File: src/rtl/iob2axil_sync.sv
// ---------------------------------------------------------------------------
// iob2axil_sync
//
// Registered IOb-slave to AXI4-Lite-master bridge. It accepts one IOb request
// at a time, drives AW/W or AR from registers, tracks the AW and W handshakes
// independently, and waits for the B or R response before it accepts the next
// request. A non-OKAY response sets a sticky error flag.
//
// Ports
//   clk_i, cke_i, rst_n_i        clock, clock enable (freezes all state when
//                                low, reset included), sync active-low reset
//   iob_avalid_i/addr/wdata/wstrb IOb request; wstrb==0 selects a read
//   iob_ready_o                  high only while idle; request taken when
//                                avalid and ready are both high
//   iob_rvalid_o, iob_rdata_o    one-cycle read completion pulse, read data
//                                (held between reads)
//   err_o, err_clr_i             sticky response error flag and its clear
//   axil_aw*/w*/b*               AXI-Lite write address, data, response
//   axil_ar*/r*                  AXI-Lite read address and data
// ---------------------------------------------------------------------------
module iob2axil_sync #(
  parameter int         AXIL_ADDR_W = 32,
  parameter int         AXIL_DATA_W = 32,
  parameter int         ADDR_W      = AXIL_ADDR_W,
  parameter int         DATA_W      = AXIL_DATA_W,
  parameter logic [2:0] AXIL_PROT   = 3'd2
) (
  input  logic                     clk_i,
  input  logic                     cke_i,
  input  logic                     rst_n_i,
  // IOb slave
  input  logic                     iob_avalid_i,
  input  logic [ADDR_W-1:0]        iob_addr_i,
  input  logic [DATA_W-1:0]        iob_wdata_i,
  input  logic [DATA_W/8-1:0]      iob_wstrb_i,
  output logic                     iob_rvalid_o,
  output logic [DATA_W-1:0]        iob_rdata_o,
  output logic                     iob_ready_o,
  // error flag
  output logic                     err_o,
  input  logic                     err_clr_i,
  // AXI-Lite write address
  output logic                     axil_awvalid_o,
  input  logic                     axil_awready_i,
  output logic [AXIL_ADDR_W-1:0]   axil_awaddr_o,
  output logic [2:0]               axil_awprot_o,
  // AXI-Lite write data
  output logic                     axil_wvalid_o,
  input  logic                     axil_wready_i,
  output logic [AXIL_DATA_W-1:0]   axil_wdata_o,
  output logic [AXIL_DATA_W/8-1:0] axil_wstrb_o,
  // AXI-Lite write response
  input  logic                     axil_bvalid_i,
  output logic                     axil_bready_o,
  input  logic [1:0]               axil_bresp_i,
  // AXI-Lite read address
  output logic                     axil_arvalid_o,
  input  logic                     axil_arready_i,
  output logic [AXIL_ADDR_W-1:0]   axil_araddr_o,
  output logic [2:0]               axil_arprot_o,
  // AXI-Lite read data
  input  logic                     axil_rvalid_i,
  output logic                     axil_rready_o,
  input  logic [AXIL_DATA_W-1:0]   axil_rdata_i,
  input  logic [1:0]               axil_rresp_i
);

  typedef enum logic [2:0] {
    S_IDLE,
    S_WADDR,
    S_WRESP,
    S_RADDR,
    S_RDATA
  } state_t;

  state_t                   r_state;
  logic                     r_ready;
  logic                     r_awvalid;
  logic                     r_wvalid;
  logic                     r_bready;
  logic                     r_arvalid;
  logic                     r_rready;
  logic                     r_rvalid;
  logic                     r_err;
  logic [AXIL_ADDR_W-1:0]   r_addr;
  logic [AXIL_DATA_W-1:0]   r_wdata;
  logic [AXIL_DATA_W/8-1:0] r_wstrb;
  logic [DATA_W-1:0]        r_rdata;

  logic w_aw_hs;
  logic w_w_hs;
  logic w_aw_left;
  logic w_w_left;
  logic w_b_hs;
  logic w_r_hs;
  logic w_err_set;

  assign w_aw_hs   = r_awvalid & axil_awready_i;
  assign w_w_hs    = r_wvalid  & axil_wready_i;
  // A channel is still outstanding after this edge if its valid is up and
  // the slave has not taken it this cycle.
  assign w_aw_left = r_awvalid & ~axil_awready_i;
  assign w_w_left  = r_wvalid  & ~axil_wready_i;
  // bready/rready are only raised in the response states, so early
  // responses from the slave never count.
  assign w_b_hs    = r_bready & axil_bvalid_i;
  assign w_r_hs    = r_rready & axil_rvalid_i;
  assign w_err_set = (w_b_hs & (|axil_bresp_i)) | (w_r_hs & (|axil_rresp_i));

  always_ff @(posedge clk_i) begin
    if (cke_i) begin
      if (!rst_n_i) begin
        r_state   <= S_IDLE;
        r_ready   <= 1'b1;
        r_awvalid <= 1'b0;
        r_wvalid  <= 1'b0;
        r_bready  <= 1'b0;
        r_arvalid <= 1'b0;
        r_rready  <= 1'b0;
        r_rvalid  <= 1'b0;
        r_err     <= 1'b0;
        r_addr    <= '0;
        r_wdata   <= '0;
        r_wstrb   <= '0;
        r_rdata   <= '0;
      end else begin
        r_rvalid <= 1'b0;
        // A new error wins over a simultaneous clear.
        r_err    <= w_err_set | (r_err & ~err_clr_i);

        case (r_state)
          S_IDLE: begin
            if (iob_avalid_i) begin
              r_addr  <= AXIL_ADDR_W'(iob_addr_i);
              r_wdata <= iob_wdata_i;
              r_wstrb <= iob_wstrb_i;
              r_ready <= 1'b0;
              if (|iob_wstrb_i) begin
                r_state   <= S_WADDR;
                r_awvalid <= 1'b1;
                r_wvalid  <= 1'b1;
              end else begin
                r_state   <= S_RADDR;
                r_arvalid <= 1'b1;
              end
            end
          end

          S_WADDR: begin
            if (w_aw_hs) r_awvalid <= 1'b0;
            if (w_w_hs)  r_wvalid  <= 1'b0;
            // Covers handshakes in either order or in the same cycle.
            if (!w_aw_left && !w_w_left) begin
              r_state  <= S_WRESP;
              r_bready <= 1'b1;
            end
          end

          S_WRESP: begin
            if (axil_bvalid_i) begin
              r_bready <= 1'b0;
              r_ready  <= 1'b1;
              r_state  <= S_IDLE;
            end
          end

          S_RADDR: begin
            if (axil_arready_i) begin
              r_arvalid <= 1'b0;
              r_rready  <= 1'b1;
              r_state   <= S_RDATA;
            end
          end

          S_RDATA: begin
            if (axil_rvalid_i) begin
              r_rready <= 1'b0;
              r_rdata  <= axil_rdata_i;
              r_rvalid <= 1'b1;
              r_ready  <= 1'b1;
              r_state  <= S_IDLE;
            end
          end

          default: begin
            r_state   <= S_IDLE;
            r_ready   <= 1'b1;
            r_awvalid <= 1'b0;
            r_wvalid  <= 1'b0;
            r_bready  <= 1'b0;
            r_arvalid <= 1'b0;
            r_rready  <= 1'b0;
          end
        endcase
      end
    end
  end

  assign iob_ready_o    = r_ready;
  assign iob_rvalid_o   = r_rvalid;
  assign iob_rdata_o    = r_rdata;
  assign err_o          = r_err;

  assign axil_awvalid_o = r_awvalid;
  assign axil_awaddr_o  = r_addr;
  assign axil_awprot_o  = AXIL_PROT;
  assign axil_wvalid_o  = r_wvalid;
  assign axil_wdata_o   = r_wdata;
  assign axil_wstrb_o   = r_wstrb;
  assign axil_bready_o  = r_bready;

  assign axil_arvalid_o = r_arvalid;
  assign axil_araddr_o  = r_addr;
  assign axil_arprot_o  = AXIL_PROT;
  assign axil_rready_o  = r_rready;

endmodule
File: config.mk
export PLATFORM = sky130hd
export DESIGN_NAME = iob2axil_sync
export DESIGN_NICKNAME = d
export VERILOG_FILES = /design/src/rtl/iob2axil_sync.sv
export SDC_FILE = /design/constraint.sdc
export NUM_CORES = 1
export LEC_CHECK = 0
export BUFFER_PORTS_ARGS = -buffer_cell sky130_fd_sc_hd__buf_2
export CAP_MARGIN = 0
export CORE_MARGIN = 8
export CORE_UTILIZATION = 35
export CTS_BUF_LIST = sky130_fd_sc_hd__clkbuf_2
export CTS_CLUSTER_SIZE = 16
export DETAILED_ROUTE_END_ITERATION = 12
export PLACE_DENSITY = 0.71
export SETUP_SLACK_MARGIN = 0.15
export SYNTH_ARGS = -nofsm -noshare
export SYNTH_HDL_FRONTEND = slang
export SYNTH_SLANG_ARGS = --single-unit
File: constraint.sdc
create_clock -name clk_i -period 6.3 [get_ports clk_i]
set_input_delay 0.63 -clock clk_i [delete_from_list [all_inputs] [get_ports clk_i]]
set_output_delay 0.63 -clock clk_i [all_outputs]
set_load 0.02 [all_outputs]
==> metrics, run 1 <==
Worst-Skew Late Latency=600 ps; Iter 0 DRT Violations=148; area delta synth->final=27.7%; CTS Buffer Depth=2; CP delay by family, top=buffers and inverters; initial antenna violation count=0; VDD IR-drop max=116 uV; Syn Inst Count=320; num rows=42; Clock transition at path regs=310 ps; Gate power share=15.5%; register share of total power=63.3%; Die W=131 um; Psw=389 uW; CP max stage delay=660 ps; crit path buf inv count=1; crit path capture type=register; final setup TNS=0 ps; # H-tree levels=3; largest net degree at the start of global routing=110; FF-to-FF setup slack=3830 ps; FMAX=406 MHz; slew of the pin with the lowest slew margin=1040 ps; fin nets=652; min cycle time layout=2470 ps; Setup-failing EPs final=0; HP Class=primary input to register; WP data arrival=2700 ps; IO buf count=253; unique cell type count in the Yosys netlist=32; Hold Crit Start=iob_wdata_i[23]; Avg Vias per Cell=4.39; Root Buffer=clkbuf_2; relative slew slack=30.3%; period utilization=39.1%; status=complete, no violations; routed wire length per instance=15.8 um; PwrDens=234 nW/um^2; Fin. Hold Viols=0; clk_skew=44.9 ps; cts bufs inserted=9; DRC errors left=0; total number of vias=3158; core outline area=13100 um^2; Net Sw Frac=28.1%; Slowest-stage cell, CP=buf_4; synthesized area per cell=14.5 um^2; Die ar.=17200 um^2; Reg-to-Reg Start=r_state[1]; total grt overflow=0; CTS Hold Bufs=0; number of global-route vias before repair=3461; internal power=995 uW; CTS tree=yes; die height=131 um; synthesis-stage register bit count=111; Startpoint Class=register; placed insts=703; crit-path max FO=64; sequential share of the synthesized area=71.9%; Detail Route Antenna Nets=0; Sink Count=111; Synth Cell Area=4640 um^2; Pwr Total=1.38 mW; # fillers=1199; FF+latch area=3330 um^2; global-route wire length before repair=18.2 mm; commonest non-fill, non-tap cell in the layout=buf_2; Layout Cells excl Fill=719; Required @ worst endpoint=6540 ps; final core occ=45.2%; Ant. Diodes=0; layout cells sized above 1=51.2%; max cap viols=0; Worst Setup SP=r_state[1]; CTS resizes=0; post-CTS setup buffers=0; gpl congestion=0.807; Post-Route WL=11.3 mm; First-pass DRT Iterations=4; Total GRT Usage=13.0%; Crit Path Category=register to register; fin. max-slew vios=0; RSZ-0062 raised after global routing=no; HPWL Detailed=8.78 mm; most frequent cells in the layout=253 x buf_2, 111 x edfxtp_1, 102 x and2_1, 9 x clkbuf_2, 8 x nor2_1; Fin Hold WS=279 ps; P_leak=2.59 nW; starting density of the core=35.4%; YS warnings=0; Clk pwr share=21.1%; area of the multi-input gates=970 um^2; crit-path cells=nor2_1 -> nand2_1 -> a21boi_4 -> buf_4; # IOs=260
## final cells by class
type | instances | area share [%]
inverters | 6 | 0.380
repair buffers | 255 | 21.6
well taps | 176 | 3.72
multi-input cells | 155 | 16.4
flip-flops and latches | 111 | 56.3
clock buffers | 9 | 0.761
clock inverters | 7 | 0.824
## state kept, by name, summed over array words and instances, names as in the netlist, 3 cells and up
name,flops
r_state,3
axil_wdata_o,32
axil_araddr_o,32
axil_wstrb_o,4
iob_rdata_o,32
## kinds of logic (layout without fill, tap and decap cells)
family | after synthesis | count (layout) | synth area share (%)
AOI/OAI and AO/OA | 23 | 23 | 3.37
buffers and inverters | 58 | 277 | 8.01
DFF | 111 | 111 | 71.9
other | 2 | 6 | 0.162
and+or+nand+nor | 126 | 126 | 16.6
## per-stage QoR
step                      setup slack [ps]  area [um^2]
after global placement                3770         5830
after floorplan                       1670         4650
after detailed placement              3670         5830
after CTS                             3820         5920
after global routing                  3620         5920
final                                 3830         5920
## power by group through the flow
stage | sequential, mW | clock (mW) | combinational [mW]
3_5_place_dp | 0.893 | 0 | 0.219
2_1_floorplan | 0.942 | 0 | 0.0931
4_1_cts | 0.877 | 0.308 | 0.219
3_3_place_gp | 0.892 | 0 | 0.216
5_1_grt | 0.881 | 0.334 | 0.234
6_report | 0.876 | 0.292 | 0.215
## layer usage
layer / up-vias / track usage, % / wire [um]
met5: - / 0 / 0
met4: 0 / 5.23 / 172
met3: 13 / 6.86 / 1410
met2: 193 / 21.9 / 5510
met1: 1456 / 13.4 / 4260
li1: 1496 / - / -
## path summary, 6_finish.rpt
check,to,depth (start not counted)
worst min register to register,err_o,2
worst max register to register,axil_araddr_o[20],4
worst max-delay path,axil_araddr_o[20],4
worst min-delay path,axil_wdata_o[23],2
## synth_stat cells, drive strengths merged
library cell,count,area share (%)
a211oi,2,0.32
a21boi,3,0.49
a21oi,4,0.43
a311oi,1,0.19
a31oi,3,0.40
and2,102,14
buf,42,6.7
clkbuf,10,0.81
conb,2,0.16
edfxtp,111,72
inv,6,0.49
nand2,6,0.49
nand2b,2,0.43
nand3,1,0.11
nor2,8,0.65
nor2b,1,0.14
nor3,3,0.43
nor3b,1,0.16
o211a,1,0.22
o211ai,2,0.32
o21ai,4,0.43
o221a,1,0.24
o22ai,1,0.14
o31a,1,0.19
or3,1,0.24
or4,1,0.16
Power figures use the tool's default switching activity.
==> run 2, diff against run 1 <==
--- a/config.mk
+++ b/config.mk
@@ -12,7 +12,7 @@
 export CTS_BUF_LIST = sky130_fd_sc_hd__clkbuf_2
 export CTS_CLUSTER_SIZE = 16
 export DETAILED_ROUTE_END_ITERATION = 12
-export PLACE_DENSITY = 0.71
+export PLACE_DENSITY = 0.69
 export SETUP_SLACK_MARGIN = 0.15
 export SYNTH_ARGS = -nofsm -noshare
 export SYNTH_HDL_FRONTEND = slang
==> constraint.sdc (replaced) <==
create_clock -name clk_i -period 2.4 [get_ports clk_i]
set_input_delay 0.24 -clock clk_i [delete_from_list [all_inputs] [get_ports clk_i]]
set_output_delay 0.24 -clock clk_i [all_outputs]
set_load 0.02 [all_outputs]
==> run 2 against run 1 <==
Total power increased to 2.8 times the previous value. Maximum frequency increased by 26%. Clock skew decreased by 16 ps. Sequential cell count unchanged. Non-clock buffer count increased by 108. Setup slack got worse by 3400 ps. Die area unchanged. Core utilization increased by 8.6 points. Critical path depth unchanged. Final area increased by 19%. Sequential power increased to 2.6 times the previous value. Largest power group unchanged.
==> metrics, run 2 (synthesis gave the netlist of run 1 again) <==
status=complete, no violations; layout cells sized above 1=43.3% (-7.9 points); total grt overflow=0 (unchanged); CTS Buffer Depth=2 (unchanged); # fillers=1076 (-10%); Clk pwr share=20.8% (-0.3 points); CTS tree=yes; largest net degree at the start of global routing=99 (-10%); routed wire length per instance=16.9 um (+7.3%); CTS resizes=0 (unchanged); cts bufs inserted=9 (unchanged); gpl congestion=0.834 (+3.4%); fin. max-slew vios=0 (unchanged); Die ar.=17200 um^2 (unchanged); Clock transition at path regs=280 ps (-30 ps); relative slew slack=50.3% (+20 points); Iter 0 DRT Violations=156 (+5.4%); WP data arrival=2260 ps (-440 ps); placed insts=705 (+0.28%); slew of the pin with the lowest slew margin=746 ps (-297 ps); starting density of the core=35.4% (unchanged); Psw=1.08 mW (+180%); Required @ worst endpoint=2700 ps (-3840 ps); Net Sw Frac=28.2% (+0.094 points); core outline area=13100 um^2 (unchanged); Root Buffer=clkbuf_2; DRC errors left=0 (unchanged); VDD IR-drop max=305 uV (+160%); Avg Vias per Cell=4.38 (-0.20%); fin nets=760 (+17%); crit path capture type=register; Startpoint Class=register; area delta synth->final=51.8%; Fin. Hold Viols=0 (unchanged); post-CTS setup buffers=0 (unchanged); global-route wire length before repair=22.1 mm (+22%); Post-Route WL=14.0 mm (+23%); num rows=42 (unchanged); # IOs=260 (unchanged); most frequent cells in the layout=253 x buf_2, 111 x edfxtp_1, 106 x dlygate4sd3_1, 102 x and2_1, 10 x clkbuf_2; Die W=131 um (unchanged); min cycle time layout=1950 ps (-511 ps); PwrDens=544 nW/um^2 (+130%); Layout Cells excl Fill=827 (+15%); CTS Hold Bufs=106 (+106); Detail Route Antenna Nets=0 (unchanged); register share of total power=60.2% (-3.1 points); Crit Path Category=register to register; commonest non-fill, non-tap cell in the layout=buf_2; crit-path max FO=30 (-53%); Total GRT Usage=16.0% (+3.0 points); RSZ-0062 raised after global routing=no; Sink Count=111 (unchanged); number of global-route vias before repair=4017 (+16%); Setup-failing EPs final=0 (unchanged); Ant. Diodes=0 (unchanged); WHS Path Cells=2 (unchanged); die height=131 um (unchanged); final setup TNS=0 ps (unchanged); HP Class=primary input to register; initial antenna violation count=0 (unchanged); period utilization=81.4% (+42 points); P_leak=3.05 nW (+18%); FMAX=512 MHz (+26%); internal power=2.75 mW (+180%); # H-tree levels=3 (unchanged); HPWL Detailed=9.32 mm (+6.1%); Worst-Skew Late Latency=620 ps (+20 ps); IO buf count=253 (unchanged); total number of vias=3625 (+15%); R2R depth=4 (unchanged); max cap viols=0 (unchanged); clk_skew=28.7 ps (-16.2 ps); Gate power share=19.1% (+3.6 points); First-pass DRT Iterations=4 (unchanged)
[run 2: cell count changes in the layout (fill, tap and decap cells not counted), sizes merged]
cell         before  now
inv               7    9
dlygate4sd3       0  106
clkinvlp          1    2
clkinv            5    1
buf             255  257
clkbuf            9   10
[run 2: routing by layer]
layer	routed length [um]	global-route usage (%)
met4	265	6.39
met3	1380	6.78
met5	0	0
met1	5260	16.2
met2	7090	28.4
[run 2: cell type report]
cell class | count | area (um^2) | share of cell area, %
clock inverter | 6 | 52.6 | 0.746
multi-input combinational | 155 | 980 | 13.9
inverter | 6 | 22.5 | 0.320
sequential | 111 | 3330 | 47.3
timing repair buffer | 363 | 2380 | 33.8
tap | 176 | 220 | 3.13
clock buffer | 10 | 50.0 | 0.711
[run 2: stage by stage]
stage / setup WS [ps] / cell area [um^2] / hold WS, ps / util [%] / total power, mW
finish: 446 / 7040 / 144 / 53.8 / 3.83
global route: 347 / 7040 / 95.7 / 53.8 / 3.99
CTS: 475 / 7040 / 59.5 / 53.8 / 3.87
detailed placement: 505 / 5880 / 527 / 44.9 / 2.94
global placement: 558 / 5880 / 521 / 44.9 / 2.92
floorplan: 20.9 / 4680 / 352 / - / 2.72
[run 2: path summary, 6_finish.rpt]
| path | slack [ps] | to | start |
|---|---|---|---|
| worst max-delay path | 450 | iob_rdata_o[3] | r_state[1] |
| worst min-delay path | 140 | iob_rdata_o[29] | rst_n_i |
| worst max register to register | 450 | iob_rdata_o[3] | r_state[1] |
| worst min register to register | 790 | axil_wvalid_o | axil_wvalid_o |
[run 2: power by group through the flow]
stage | sequential [mW] | clock [mW] | combinational (mW)
2_1_floorplan | 2.47 | 0 | 0.251
3_3_place_gp | 2.34 | 0 | 0.583
3_5_place_dp | 2.35 | 0 | 0.591
4_1_cts | 2.30 | 0.839 | 0.728
5_1_grt | 2.32 | 0.888 | 0.783
6_report | 2.30 | 0.796 | 0.730
[run 2: critical path: stages, from the launching register on]
cell and delay [ps]:
edfxtp_1 620, nor2_4 250, nand3_1 160, a21boi_4 220
buf_4 390
